File: src/rtl/mode_sequencer.sv
// rtl/mode_sequencer.sv - three-state job sequencer that holds mode at start for a requested number of cycles
//
// Purpose:
//   Accepts a job request of length N while idle. It holds mode=start for N
//   cycles, then spends one DONE cycle that strobes done_pulse and counts the
//   job. Then it returns to IDLE. A request with N=0 skips the start phase
//   entirely. Every output is a register loaded from next-state values, so no
//   output depends combinationally on an input.
//
// Optional feature:
//   MODE_SEQ_ABORT_EN - adds the abort input and the aborted output. When abort
//   is sampled high in RUN, the next cycle is forced to DONE and aborted=1 for
//   that cycle.
//
// Ports:
//   clk         in   1      single clock, rising edge
//   rst         in   1      asynchronous active-high reset
//   req_valid   in   1      job request present
//   req_len     in   LEN_W  cycles to hold mode at start
//   abort       in   1      (MODE_SEQ_ABORT_EN only) end the running job early
//   req_ready   out  1      high only in IDLE
//   mode        out  mode_t start while a job runs, done otherwise
//   busy        out  1      high in RUN and DONE
//   done_pulse  out  1      one-cycle completion strobe (the DONE cycle)
//   remaining   out  LEN_W  cycles left in the current RUN, 0 otherwise
//   aborted     out  1      (MODE_SEQ_ABORT_EN only) DONE reached via abort
//   job_cnt     out  CNT_W  completed-job counter, wraps

package P1;
    typedef enum logic {
        start = 1'b0,
        done  = 1'b1
    } mode_t;
endpackage

module mode_sequencer
    import P1::*;
#(
    parameter int LEN_W = 8,
    parameter int CNT_W = 16
) (
    input  logic             clk,
    input  logic             rst,
    input  logic             req_valid,
    input  logic [LEN_W-1:0] req_len,
`ifdef MODE_SEQ_ABORT_EN
    input  logic             abort,
    output logic             aborted,
`endif
    output logic             req_ready,
    output mode_t            mode,
    output logic             busy,
    output logic             done_pulse,
    output logic [LEN_W-1:0] remaining,
    output logic [CNT_W-1:0] job_cnt
);

    typedef enum logic [1:0] {
        S_IDLE = 2'd0,
        S_RUN  = 2'd1,
        S_DONE = 2'd2
    } state_t;

    state_t           r_state;
    logic [LEN_W-1:0] r_remaining;
    logic [CNT_W-1:0] r_job_cnt;
    mode_t            r_mode;
    logic             r_busy;
    logic             r_done_pulse;
    logic             r_req_ready;

    state_t           w_state_nxt;
    logic [LEN_W-1:0] w_remaining_nxt;
    logic [CNT_W-1:0] w_job_cnt_nxt;
    mode_t            w_mode_nxt;
    logic             w_busy_nxt;
    logic             w_done_pulse_nxt;
    logic             w_req_ready_nxt;

`ifdef MODE_SEQ_ABORT_EN
    logic             r_aborted;
    logic             w_aborted_nxt;
`endif

    // Next-state and next-output logic.
    // Outputs are derived from the state being entered, not the current one.
    // That way the registered outputs line up with the state they describe.
    always_comb begin
        w_state_nxt     = r_state;
        w_remaining_nxt = r_remaining;
        w_job_cnt_nxt   = r_job_cnt;
`ifdef MODE_SEQ_ABORT_EN
        w_aborted_nxt   = 1'b0;
`endif

        case (r_state)
            S_IDLE: begin
                if (req_valid) begin
                    if (req_len == '0) begin
                        // Zero-length job: no start cycle at all.
                        w_state_nxt     = S_DONE;
                        w_remaining_nxt = '0;
                    end else begin
                        w_state_nxt     = S_RUN;
                        w_remaining_nxt = req_len;
                    end
                end
            end

            S_RUN: begin
`ifdef MODE_SEQ_ABORT_EN
                if (abort) begin
                    w_state_nxt     = S_DONE;
                    w_remaining_nxt = '0;
                    w_aborted_nxt   = 1'b1;
                end else
`endif
                if (r_remaining == LEN_W'(1)) begin
                    // Last start cycle: leave RUN without decrementing below 1.
                    // This keeps N = 2^LEN_W-1 safe from wrap-around.
                    w_state_nxt     = S_DONE;
                    w_remaining_nxt = '0;
                end else begin
                    w_remaining_nxt = r_remaining - LEN_W'(1);
                end
            end

            S_DONE: begin
                w_state_nxt     = S_IDLE;
                w_remaining_nxt = '0;
            end

            default: begin
                w_state_nxt     = S_IDLE;
                w_remaining_nxt = '0;
            end
        endcase

        // The job is counted on entry to DONE.
        // This makes the new count visible together with done_pulse.
        if (w_state_nxt == S_DONE) begin
            w_job_cnt_nxt = r_job_cnt + CNT_W'(1);
        end

        w_mode_nxt       = (w_state_nxt == S_RUN) ? start : done;
        w_busy_nxt       = (w_state_nxt != S_IDLE);
        w_done_pulse_nxt = (w_state_nxt == S_DONE);
        w_req_ready_nxt  = (w_state_nxt == S_IDLE);
    end

    always_ff @(posedge clk or posedge rst) begin
        if (rst) begin
            r_state      <= S_IDLE;
            r_remaining  <= '0;
            r_job_cnt    <= '0;
            r_mode       <= done;
            r_busy       <= 1'b0;
            r_done_pulse <= 1'b0;
            r_req_ready  <= 1'b1;
        end else begin
            r_state      <= w_state_nxt;
            r_remaining  <= w_remaining_nxt;
            r_job_cnt    <= w_job_cnt_nxt;
            r_mode       <= w_mode_nxt;
            r_busy       <= w_busy_nxt;
            r_done_pulse <= w_done_pulse_nxt;
            r_req_ready  <= w_req_ready_nxt;
        end
    end

`ifdef MODE_SEQ_ABORT_EN
    always_ff @(posedge clk or posedge rst) begin
        if (rst) begin
            r_aborted <= 1'b0;
        end else begin
            r_aborted <= w_aborted_nxt;
        end
    end

    assign aborted = r_aborted;
`endif

    assign req_ready  = r_req_ready;
    assign mode       = r_mode;
    assign busy       = r_busy;
    assign done_pulse = r_done_pulse;
    assign remaining  = r_remaining;
    assign job_cnt    = r_job_cnt;

endmodule

File: config.mk
export PLATFORM = sky130hd
export DESIGN_NAME = mode_sequencer
export DESIGN_NICKNAME = d
export VERILOG_FILES = /design/src/rtl/mode_sequencer.sv
export SDC_FILE = /design/constraint.sdc
export NUM_CORES = 1
export LEC_CHECK = 0
export ABC_AREA = 1
export CORE_UTILIZATION = 38
export CTS_BUF_LIST = sky130_fd_sc_hd__clkbuf_4 sky130_fd_sc_hd__clkbuf_8
export CTS_CLUSTER_DIAMETER = 80
export DETAILED_ROUTE_END_ITERATION = 6
export SYNTH_ARGS = -nofsm -noshare
export SYNTH_HDL_FRONTEND = slang
export SYNTH_SLANG_ARGS = --single-unit
File: constraint.sdc
create_clock -name clk -period 4.65 [get_ports clk]
set_clock_uncertainty 0.15 [all_clocks]
set_input_delay 1.395 -clock clk [delete_from_list [all_inputs] [get_ports clk]]
set_output_delay 1.395 -clock clk [all_outputs]
set_load 0.01 [all_outputs]
Yosys cells after proc, flatten, opt, wreduce, memory -nomap -nowiden
Cells that the tools add are included.
- register bits: 30
- output and inout bits: 28
- add/sub/neg operators: 2
- eq/ne operators: 5
- muxes and demuxes: 9
- reductions and logical operators: 4
- operators with widths (kind ; number):
    two-way mux 8 bit ; 3
    adder 16 x 1 -> 16 bit (second input constant) ; 1
    one-hot mux 8 bit (2 select lines) ; 1
    == test 8 x 1 -> 1 bit (second input constant) ; 1
    zero test 8 bit ; 1
    subtractor 8 x 1 -> 8 bit (second input constant) ; 1
    two-way mux 2 bit ; 3
    == test 2 x 1 -> 1 bit (second input constant) ; 2
    zero test 2 bit ; 2
    one-hot mux 2 bit (2 select lines) ; 1
    == test 2 bit (second input constant) ; 1
    != test 2 bit (second input constant) ; 1
    nonzero test 2 bit ; 1
    two-way mux 1 bit ; 1

Longest topological paths before layout
- word-level depth: 6
- mapped depth: 9
- depth with buffers taken out: 9

Worst setup path before layout
OpenSTA, ideal clock, no wires.
- path kind: input -> register
- start: input port req_len[2]
- end: register r_job_cnt[11], in the netlist job_cnt[11]
- arrival time: 2.201 ns
- slack: 2.234 ns
- cell stages on the path: 8
- path buffers: 1
- cells stage by stage: nor2_1 nand2_1 nor2_1 nand2_1 nand2_4 buf_6 nand3b_1 nand2_1
- cells in the longest elaborated chain, start to end: 5
- RTL lines (element ; RTL line ; RTL):
    start, declared ; 45 ; input logic [LEN_W-1:0] req_len,
    zero test 8 bit ; 99 ; if (req_len == '0) begin
    two-way mux 2 bit ; 99 ;
    two-way mux 2 bit ; 98 ; if (req_valid) begin
    one-hot mux 2 bit (2 select lines) ; 96 ; case (r_state)
    == test 2 bit ; - ;
    named net w_done_pulse_nxt ; 77 ; logic w_done_pulse_nxt;
    end signal, assigned ; 163 ; r_job_cnt <= w_job_cnt_nxt;
    end, declared ; 66 ; logic [CNT_W-1:0] r_job_cnt;
The timed path passes the listed nets, and every way through them passes these cells.
A chain may end at the register's enable or synchronous reset.

Worst setup path after layout
- start: register r_job_cnt[5], in the netlist job_cnt[5]
- end: output port job_cnt[5]
- RTL lines (element ; RTL line ; RTL):
    end, declared ; 55 ; output logic [CNT_W-1:0] job_cnt
No word-level cell between the ends.

==> metrics.txt <==
critical path's top delay family buffers and inverters; via count approximately 1,600; status finished, violations left; CTS resizes 0; core outline area 4350 µm²; post-place setup slack 1630 ps; Synthesis Warnings 0; slowest CP cell clkdlybuf4s50_1; DRT iter0 DRCs 103; period utilisation layout 0.622; pwr/cell area 455 nW/µm²; worst skew pair latency 280 ps; mapped cell area 1730 µm²; initial antenna violation count 0; starting density of the core 0.397; H-tree depth 2; Slew Limit Fails 0; Setup crit start kind flip-flop; die height between 60 and 70 µm; Setup Viol. Count Final 0; GRT Util Overall 0.175; reg2reg path depth 7; fmax between 0.3 and 0.4 GHz; Worst VDD drop 0.324 mV; crit end category output port; #FFs+latches synth 30; detail-routed net length per standard cell 11.6 µm; Port Buffer Count 38; Non-Filler Instances 336; largest area contributor in the netlist dfrtp_1; Rel. slew slack 0.602; Post-CTS Hold Buffers 0; final number of hold-violating endpoints 0; crit-path cells clkdlybuf4s50_1; syn nets 252; mean post-synth cell area around 7.3 µm²; # clock sinks 30; first-pass GRT wire length 6730 µm; residual DRC count 1; WP data required around 3100 ps; nets 297; setup tns final 0 ps; worst setup margin 1760 ps; WP buf/inv 1; CTS max path bufs 2; Pleak 1.07 nW; most frequent cells in the layout 82 x nand2_1, 38 x clkdlybuf4s50_1, 32 x nor2_1; Critical Path Sink job_cnt[5]; Post-CTS Setup Repair Bufs 0; worst slew pin tran about 600 ps; cell total after placement 328; # fillers a little over 400; vias in the first global route ~1,500; via-per-instance ratio 4.86; FP Rows 24; TritonCTS buffer count 5; worst hold-check path type flip-flop to flip-flop; Max Fanout on Critical Path 6; WHS Path Cells 1; CP startpoint job_cnt[5]$_DFFE_PP0P_; WS Path Type flip-flop to output port; Routed Wire Length between 3000 and 4000 µm; largest net degree at the start of global routing 19; Clock Tree Root clkbuf_8; Worst R2R Start remaining[1]$_DFFE_PP0P_; reg2reg end remaining[4]$_DFFE_PP0P_; Die Area 4820 µm²; Overall Power 0.00103 W; violated checks DRC; DP Wirelength 2940 µm; Post-DRT Antenna Nets 0; main area contributors after synthesis dfrtp_1 41%, nand2_1 18%, nor2_1 6.9%; GP Congestion 0.837; Chip Width a little under 70 µm; crit path time final a little under 3000 ps; share of layout cells above drive strength 1 0.0669; Area Overhead vs Synth 31.2%; Seq/Total Area, Yosys 0.436; share of the synthesized area in the top cell type 0.405; Initial DRT Pass Iterations 6; worst reg-to-reg setup slack approximately 2900 ps; Syn Inst Count approximately 240; GRT overflow 0; maxcap violations 0; most common cell after layout, fill and taps aside nand2_1; slowest stage delay, CP 590 ps; number of stages on the worst setup path 1; CTS tree done; RSZ-0062 raised after global routing false; Clk pin slew, worst setup/hold paths approximately 60 ps; count of boundary I/O pins 39; Yosys cell types 22; WP data arrival ~1400 ps; diode count 0
[logic make-up after synthesis]
group	Yosys count	share of synthesized area
AOI/OAI and AO/OA	18	0.0550
xor gates and xnor gates	6	0.0304
adders and majority gates	3	0.0217
buffers and inverters	26	0.0608
DFF	30	0.436
and+or+nand+nor	155	0.397
[per-layer routing]
layer	vias up	track usage	share of wire
met3	9	0.0349	0.043
met4	0	0.0794	0.020
li1	850	-	-
met1	736	0.263	0.53
met5	-	0	0
met2	38	0.241	0.41
[sequential cells by signal, indices dropped and copies added (netlist names)]
name,cells
r_state,2
busy,1
req_ready,1
done_pulse,1
remaining,8
mode,1
job_cnt,16
[worst reg2reg max path, stage by stage, from the launching register on]
cell     delay [ps]
dfrtp_1         390
inv_1            80
ha_1            200
nand3_1         130
nor2_4           70
nor2_1          430
nand3_1         150
a21oi_1         150
[per-stage QoR]
| stage | utilization | cell area, µm² | hold slack, ps |
|---|---|---|---|
| 3_5_place_dp | 0.499 | 2170 | 367 |
| 5_1_grt | 0.521 | 2270 | 412 |
| 3_3_place_gp | 0.499 | 2170 | 358 |
| 4_1_cts | 0.521 | 2270 | 375 |
| 6_report | 0.521 | 2270 | 372 |
| 2_1_floorplan | - | 1730 | 349 |
[worst min path at each step]
| stage | from | end |
|---|---|---|
| global route | job_cnt[0]$_DFFE_PP0P_ | job_cnt[0]$_DFFE_PP0P_ |
| CTS | job_cnt[0]$_DFFE_PP0P_ | job_cnt[0]$_DFFE_PP0P_ |
| global placement | job_cnt[0]$_DFFE_PP0P_ | job_cnt[0]$_DFFE_PP0P_ |
| detailed placement | job_cnt[0]$_DFFE_PP0P_ | job_cnt[0]$_DFFE_PP0P_ |
| finish | job_cnt[0]$_DFFE_PP0P_ | job_cnt[0]$_DFFE_PP0P_ |
| floorplan | r_state[1]$_DFF_PP0_ | req_ready$_DFF_PP1_ |
[power breakdown]
| part | internal (W) | leakage, nW | switching, W |
|---|---|---|---|
| logic | 0.000194 | 0.630 | 0.000221 |
| clock network | 0.000132 | 0.0523 | 0.0000920 |
| registers | 0.000326 | 0.383 | 0.0000675 |
[synthesized netlist by cell type (all sizes together)]
| library cell | count |
|---|---|
| xor2 | 3 |
| nand3 | 21 |
| buf | 1 |
| nand2 | 86 |
| ha | 3 |
| nand3b | 7 |
| a21oi | 4 |
| a22oi | 2 |
| nor3 | 2 |
| nor2 | 34 |
| dfrtp | 28 |
| o21ai | 12 |
| nand4 | 5 |
| xnor2 | 3 |
| dfstp | 2 |
| inv | 25 |
[area by class of cell]
type / count / area [µm²] / share of cell area
inverter: 25 / 93.8 / 0.0414
tap: 52 / 65.1 / 0.0287
timing repair buffer: 39 / 388 / 0.171
sequential: 30 / 753 / 0.332
multi-input combinational: 182 / 871 / 0.384
clock buffer: 8 / 97.6 / 0.0430
Note: power is estimated with default switching activity, not from simulation.
